<file path="config.mk">
export PLATFORM = sky130hd
export DESIGN_NAME = riscv_fetch
export DESIGN_NICKNAME = d
export VERILOG_FILES = /design/src/rtl/riscv_fetch.sv
export SDC_FILE = /design/constraint.sdc
export NUM_CORES = 1
export LEC_CHECK = 0
export CAP_MARGIN = 25
export CORE_MARGIN = 5
export CORE_UTILIZATION = 40
export CTS_CLUSTER_SIZE = 16
export DETAILED_ROUTE_END_ITERATION = 12
export GPL_TIMING_DRIVEN = 0
export PLACE_DENSITY = 0.65
export SYNTH_ARGS = -nofsm -noshare
export SYNTH_HDL_FRONTEND = slang
export SYNTH_SLANG_ARGS = --single-unit
export TNS_END_PERCENT = 20
</file>
<file path="constraint.sdc">
create_clock -name clk -period 7.7 [get_ports clk]
set_input_delay 0.77 -clock clk [delete_from_list [all_inputs] [get_ports clk]]
set_output_delay 0.77 -clock clk [all_outputs]
set_load 0.01 [all_outputs]
</file>
<file path="src/rtl/riscv_fetch.sv">
// riscv_fetch: holds the PC, issues one word fetch at a time and buffers
// returned instructions in a 2-entry queue that feeds the decoder.
// Taken-branch redirects flush the queue and squash any in-flight fetch.
module riscv_fetch #(
  parameter logic [31:0] RESET_PC = 32'h0000_0000,
  parameter int          QDEPTH   = 2
) (
  input  logic        clk,
  input  logic        rst,
  output logic        imem_req_valid,
  input  logic        imem_req_ready,
  output logic [31:0] imem_req_addr,
  input  logic        imem_rsp_valid,
  input  logic [31:0] imem_rsp_data,
  input  logic        redirect_valid,
  input  logic [31:0] redirect_target,
  output logic        inst_valid,
  input  logic        inst_ready,
  output logic [31:0] inst_out,
  output logic [31:0] inst_pc,
  output logic [6:0]  opcode,
  output logic [2:0]  funct3,
  output logic [6:0]  funct7
);

  localparam logic [1:0] QDEPTH_L = 2'(QDEPTH);

  typedef enum logic [0:0] {
    ST_REQ  = 1'b0,
    ST_WAIT = 1'b1
  } req_state_t;

  req_state_t  state_r, state_s;
  logic [31:0] fetch_pc_r, fetch_pc_s;
  logic [31:0] req_pc_r, req_pc_s;
  logic        drop_r, drop_s;

  logic [31:0] q_pc_r   [2];
  logic [31:0] q_inst_r [2];
  logic [1:0]  q_count_r, q_count_s;
  logic        q_rd_ptr_r, q_rd_ptr_s;
  logic        q_wr_ptr_r, q_wr_ptr_s;

  logic        req_fire_s;
  logic        rsp_fire_s;
  logic        push_s;
  logic        pop_s;
  logic        unused_tgt_s;

  // The low target bits are discarded when aligning the redirect address.
  assign unused_tgt_s = ^redirect_target[1:0];

  // Handshakes and queue-facing outputs derived from the registered state.
  always_comb begin
    imem_req_valid = (!rst) && (state_r == ST_REQ) && (q_count_r < QDEPTH_L);
    imem_req_addr  = fetch_pc_r;
    req_fire_s     = imem_req_valid && imem_req_ready;
    rsp_fire_s     = (state_r == ST_WAIT) && imem_rsp_valid;
    inst_valid     = (q_count_r != 2'd0);
    pop_s          = inst_valid && inst_ready;
    push_s         = rsp_fire_s && !drop_r && !redirect_valid;
    if (inst_valid) begin
      inst_out = q_inst_r[q_rd_ptr_r];
      inst_pc  = q_pc_r[q_rd_ptr_r];
    end else begin
      inst_out = 32'd0;
      inst_pc  = 32'd0;
    end
    opcode = inst_out[6:0];
    funct3 = inst_out[14:12];
    funct7 = inst_out[31:25];
  end

  // Request FSM next state: redirect overrides, a squashed fetch sets drop.
  always_comb begin
    state_s    = state_r;
    fetch_pc_s = fetch_pc_r;
    req_pc_s   = req_pc_r;
    drop_s     = drop_r;
    if (redirect_valid) begin
      fetch_pc_s = {redirect_target[31:2], 2'b00};
      if (req_fire_s) begin
        state_s  = ST_WAIT;
        req_pc_s = fetch_pc_r;
        drop_s   = 1'b1;
      end else if ((state_r == ST_WAIT) && !imem_rsp_valid) begin
        state_s = ST_WAIT;
        drop_s  = 1'b1;
      end else begin
        state_s = ST_REQ;
        drop_s  = 1'b0;
      end
    end else begin
      case (state_r)
        ST_REQ: begin
          if (req_fire_s) begin
            state_s    = ST_WAIT;
            req_pc_s   = fetch_pc_r;
            fetch_pc_s = fetch_pc_r + 32'd4;
          end else begin
            state_s = ST_REQ;
          end
        end
        ST_WAIT: begin
          if (imem_rsp_valid) begin
            state_s = ST_REQ;
            drop_s  = 1'b0;
          end else begin
            state_s = ST_WAIT;
          end
        end
        default: begin
          state_s = ST_REQ;
        end
      endcase
    end
  end

  // Queue pointer/count next state; a redirect empties the queue outright.
  always_comb begin
    q_count_s  = q_count_r;
    q_rd_ptr_s = q_rd_ptr_r;
    q_wr_ptr_s = q_wr_ptr_r;
    if (redirect_valid) begin
      q_count_s  = 2'd0;
      q_rd_ptr_s = 1'b0;
      q_wr_ptr_s = 1'b0;
    end else begin
      q_count_s = q_count_r + {1'b0, push_s} - {1'b0, pop_s};
      if (push_s) begin
        q_wr_ptr_s = ~q_wr_ptr_r;
      end else begin
        q_wr_ptr_s = q_wr_ptr_r;
      end
      if (pop_s) begin
        q_rd_ptr_s = ~q_rd_ptr_r;
      end else begin
        q_rd_ptr_s = q_rd_ptr_r;
      end
    end
  end

  // State registers with synchronous reset.
  always_ff @(posedge clk) begin
    if (rst) begin
      state_r    <= ST_REQ;
      fetch_pc_r <= RESET_PC;
      req_pc_r   <= 32'd0;
      drop_r     <= 1'b0;
      q_count_r  <= 2'd0;
      q_rd_ptr_r <= 1'b0;
      q_wr_ptr_r <= 1'b0;
    end else begin
      state_r    <= state_s;
      fetch_pc_r <= fetch_pc_s;
      req_pc_r   <= req_pc_s;
      drop_r     <= drop_s;
      q_count_r  <= q_count_s;
      q_rd_ptr_r <= q_rd_ptr_s;
      q_wr_ptr_r <= q_wr_ptr_s;
    end
  end

  // Queue storage: write the returned instruction with its request PC.
  always_ff @(posedge clk) begin
    if (rst) begin
      q_pc_r[0]   <= 32'd0;
      q_pc_r[1]   <= 32'd0;
      q_inst_r[0] <= 32'd0;
      q_inst_r[1] <= 32'd0;
    end else if (push_s) begin
      q_pc_r[q_wr_ptr_r]   <= req_pc_r;
      q_inst_r[q_wr_ptr_r] <= imem_rsp_data;
    end else begin
      q_pc_r[q_wr_ptr_r]   <= q_pc_r[q_wr_ptr_r];
      q_inst_r[q_wr_ptr_r] <= q_inst_r[q_wr_ptr_r];
    end
  end

endmodule
</file>
* Word-level counts from Yosys, hierarchy flattened
Memories as Yosys holds them, arrays and structs flattened. A register that Yosys moved wholly into a read port is not among the register bits.
Cells that the tools add are included.
** Word-level totals
- Flip-flop bits (word level) :: 70
- RAM bits :: 128
- Bits of input ports :: 70
- Memories kept :: 2
** Cells by class
- Add/sub/neg operators :: 3
- Order comparisons :: 1
- Eq/ne operators :: 2
- Muxes and demuxes :: 37
- Bitwise gates (word level) :: 5
- Reductions and logical operators :: 23
** Memories
- q_inst_r :: words 2, bits a word 32, read ports 1, clocked after Yosys merged registers in 1, write ports 2, line 39 : logic [31:0] q_inst_r [2];
- q_pc_r :: words 2, bits a word 32, read ports 1, clocked after Yosys merged registers in 1, write ports 2, line 38 : logic [31:0] q_pc_r [2];
** Operators with widths (number)
- two-way mux 32 bit :: 12
- OR reduction 32 bit :: 2
- adder 32 x 3 -> 32 bit, second input constant :: 1
- two-way mux 1 bit :: 24
- logical AND 1 bit :: 8
- AND reduction 2 bit :: 4
- nonzero test 2 bit :: 4
- logical NOT 1 bit :: 4
- NOT 1 bit :: 3
- adder 2 x 1 -> 2 bit :: 1
- < comparator 2 bit, second input constant :: 1
- != test 2 bit, second input constant :: 1
- bitwise OR 1 bit :: 2
- one-hot mux 1 bit (2 select lines) :: 1
- OR reduction 2 bit :: 1
- subtractor 2 x 1 -> 2 bit :: 1
- != test 0 bit :: 1

* Longest topological paths before layout
- Word-level depth :: 10
- Mapped depth :: 9
- Mapped depth without buffers :: 9

* Worst setup path after synthesis
OpenSTA, ideal clock, no wires.
- Kind :: input to register
- Start :: in redirect_valid
- End :: mem q_inst_r[0][0] (enable)
- Setup time :: 0.495 ns
- Arrival :: 4.315 ns
- Required time :: 7.205 ns
- Setup slack :: 2.891 ns
- Cell stages on the path :: 4
- Path buffers :: 2
- Cell sequence :: clkbuf_1 or3_1 clkbuf_1 o21bai_1
** RTL lines
- from (decl) :: line 15 : input logic redirect_valid,
- to (decl) :: line 39

* Worst setup path after layout
- Start :: in rst
- End :: out imem_req_valid
** Between the ends
- Longest elaborated chain between the ends :: 3
** Ends and longest elaborated chain
- from (decl) :: line 9 : input logic rst,
- logical NOT 1 bit :: line 55 : imem_req_valid = (!rst) && (state_r == ST_REQ) && (q_count_r < QDEPTH_L);
- logical AND 1 bit (2 in series) :: line 55
- to (decl) :: line 10 : output logic imem_req_valid,
Every way passes these cells.

==> results.txt <==
# rows - 54
Worst Setup Start Kind - input pin
hold path depth - 2
Seq/Total Area, Yosys - 0.571
antenna-violating nets left - 0
vias in the first global route - 6,674
PostCTS Resize Cnt - 0
CP arrival - 3.28 ns
die span in y - 159 um
Hold Vio Cnt, Final - 0
fin cells - 1,337
first-pass GRT wire length - 37,100 um
Die ar. - 25,300 um^2
Tot Pwr - 0.00230 W
# DRC - 0
maximum clock path buffer count - 2
# nets final - 1,117
status - finished clean
Final Max Tran Viols - 0
Max Freq - 247 MHz
Area Overhead vs Synth - 32.5%
H-tree depth - 4
Post-DP HPWL - 16,600 um
final worst-path cycle share - 0.526
HP Class - register to register
CP peak stage delay - 0.50 ns
Crit. path cell count - 6
TritonCTS Sinks - 191
WS Path Type - input pin to output pin
pwr/cell area - 196 nW/um^2
post-DR wirelength/cell - 17.5 um
CTS tree - yes
Initial Utilization - 0.407
io pins - 185
Int Pwr - 0.00180 W
Hold-fix buffers, CTS - 0
VDD IR-drop max - 116 uV
Worst-path clk slew - 0.06 ns
top cells by count, synth - and2_1, edfxtp_1, nor2_1
postcts setup bufs - 0
grt total ovfl - 0
DR vias - 6,831
CP max-delay cell - clkdlybuf4s50_1
RSZ-0062 raised after global routing - no
Least-Margin Pin Slew - 1.07 ns
CP top delay family - buffers and inverters
max cap viols - 0
Reg2Reg Depth - 6
mean post-synth cell area - 10.6 um^2
Port Buf Inserts - 178
Setup TNS Final - 0 ns
top cell type's share of synthesized area - 0.419
Worst Min Path Start - req_pc_r[11]
critical-path maximum fanout - 10
post-synth cell types - 49
Synth async-reset ratio - 0
CP most frequent cell - clkbuf_1
Psw - 0.000505 W
Clk pwr share - 0.413
sequential power share - 0.505
Synth Cell Area - 8880 um^2
CTS Buf Count - 17
CP cell instances - clkdlybuf4s50_1 > clkbuf_1 > clkbuf_1 > clkbuf_1 > nor3_1 > clkdlybuf4s50_1
Total GRT Usage - 0.183
clk_lat worst skew - 0.42 ns
core area - 21,800 um^2
Via density - 5.11
Post-Synthesis Cells - 840
most common cell in the synthesized netlist - and2_1
Detailed Route WL - 23,400 um
worst path buffer plus inverter count - 5
leading post-synthesis cells by cell area - edfxtp_1, dfxtp_1, and2_1, mux2i_1, nor2_1
hold endpoint - req_pc_r[11]
gpl congestion - 0.909
Cells after DPL - 1,305
Root Buffer - clkbuf_16
Comb power frac - 0.082
Synth Flop Type - edfxtp_1
Leak - 4.06 nW
Req. time, crit path - 6.93 ns
CP Capture Type - output pin
diode count - 0
placed inst area - 11,100 um^2
Pre-antenna DRT Iters - 5
register-to-register setup slack - 4.86 ns
Final setup viols - 0
Clock Skews - 0.00976 ns
1st-iter DRT viols - 475
FF-to-FF Start - imem_req_addr[2]
Finished Cell Area - 11,800 um^2
number of enable flip-flop cells after synthesis - 124
worst reg2reg endpoint - imem_req_addr[24]
min cycle time layout - 4.05 ns
Net Sw Frac - 0.219
Max-slew headroom - 0.278
initial antenna violation count - 0
pin count of the biggest net entering global routing - 62
Die X - 159 um
Fin Hold WS - 0.461 ns
Synth area leader - edfxtp_1
Syn. warnings - 0
layout cells sized above 1 - 0.0615
synthesized flop and latch total - 191
stage by stage:
step | util | setup slack [ns]
final | 0.539 | 3.65
after global routing | 0.539 | 3.53
after CTS | 0.539 | 3.65
after detailed placement | 0.510 | 3.66
after global placement | 0.505 | 0.279
after floorplan | - | 2.89
registers in the layout, summed over array words and instances (netlist names), named ones only:
name / cells
drop_r: 1
imem_req_addr: 30
q_count_r: 2
q_inst_r: 64
q_pc_r: 60
q_rd_ptr_r: 1
q_wr_ptr_r: 1
req_pc_r: 30
state_r: 1
worst reg2reg max path: stages, from the launching register on:
cell and delay [ns]:
dfxtp_1 0.61, ha_1 0.22, clkbuf_1 0.30, nand2_1 0.14, nor4_2 0.71, a311oi_1 0.23, a2111oi_0 0.49
per-layer routing:
layer / part of all wire / global-route usage
met1: 0.43 / 0.243
met3: 0.074 / 0.0471
met2: 0.48 / 0.300
met4: 0.016 / 0.0508
met5: 0 / 0
layout by cell type (no fill, tap or decap), types with 3 or more instances in the layout:
master	instances
o21ai_0	6
a21oi_1	42
nor2_1	89
nor4_1	6
a311oi_1	6
a211oi_1	9
and4_1	8
conb_1	4
and3_1	8
or3_1	5
buf_1	5
and2_1	128
xor2_1	7
nand2_1	86
a2111oi_0	6
clkinv_4	3
dfxtp_1	67
o31a_1	3
xnor2_1	5
buf_4	21
nand3_1	14
mux2i_1	62
or4_1	7
clkdlybuf4s50_1	178
inv_1	14
nor3_1	5
o211ai_1	6
ha_1	3
clkbuf_16	17
a221oi_1	3
nand4_1	15
clkbuf_1	54
edfxtp_1	124
bufinv_16	5
worst max path at each step:
| stage | slack (ns) | end | start |
|---|---|---|---|
| finish | 3.65 | imem_req_valid | rst |
| detailed placement | 3.66 | imem_req_valid | rst |
| global route | 3.53 | imem_req_valid | rst |
| global placement | 0.28 | q_inst_r[0][3] | redirect_valid |
| floorplan | 2.89 | q_inst_r[0][0] | redirect_valid |
| CTS | 3.65 | imem_req_valid | rst |
power groups by stage:
stage	clock network, W	logic [W]	registers, W
3_3_place_gp	0	0.000183	0.00119
4_1_cts	0.000968	0.000191	0.00116
6_report	0.000951	0.000189	0.00116
5_1_grt	0.00101	0.000206	0.00117
3_5_place_dp	0	0.000190	0.00119
2_1_floorplan	0	0.0000807	0.00118
area by class of cell:
cell class                      instances  area [um^2]
Tap cell                              280          350
Sequential cell                       191         5060
Inverter                               14         52.6
Fill cell                            1928        10100
Buffer                                 80          380
Timing Repair Buffer                  182         1860
Clock buffer                           18          429
Multi-Input combinational cell        558         3410
Clock inverter                         14          214
logic make-up (layout without fill, tap and decap cells):
logic type | count (synthesis) | count (layout) | synth area share
compound gates | 91 | 91 | 0.0669
other cells | 1 | 4 | 0.000422
buf+inv | 94 | 308 | 0.0488
xor+xnor | 12 | 12 | 0.0118
simple gates | 386 | 386 | 0.227
fa+ha+maj | 3 | 3 | 0.00423
flops | 191 | 191 | 0.571
mux | 62 | 62 | 0.0699
No activity file was read; power rests on OpenSTA's default activity.
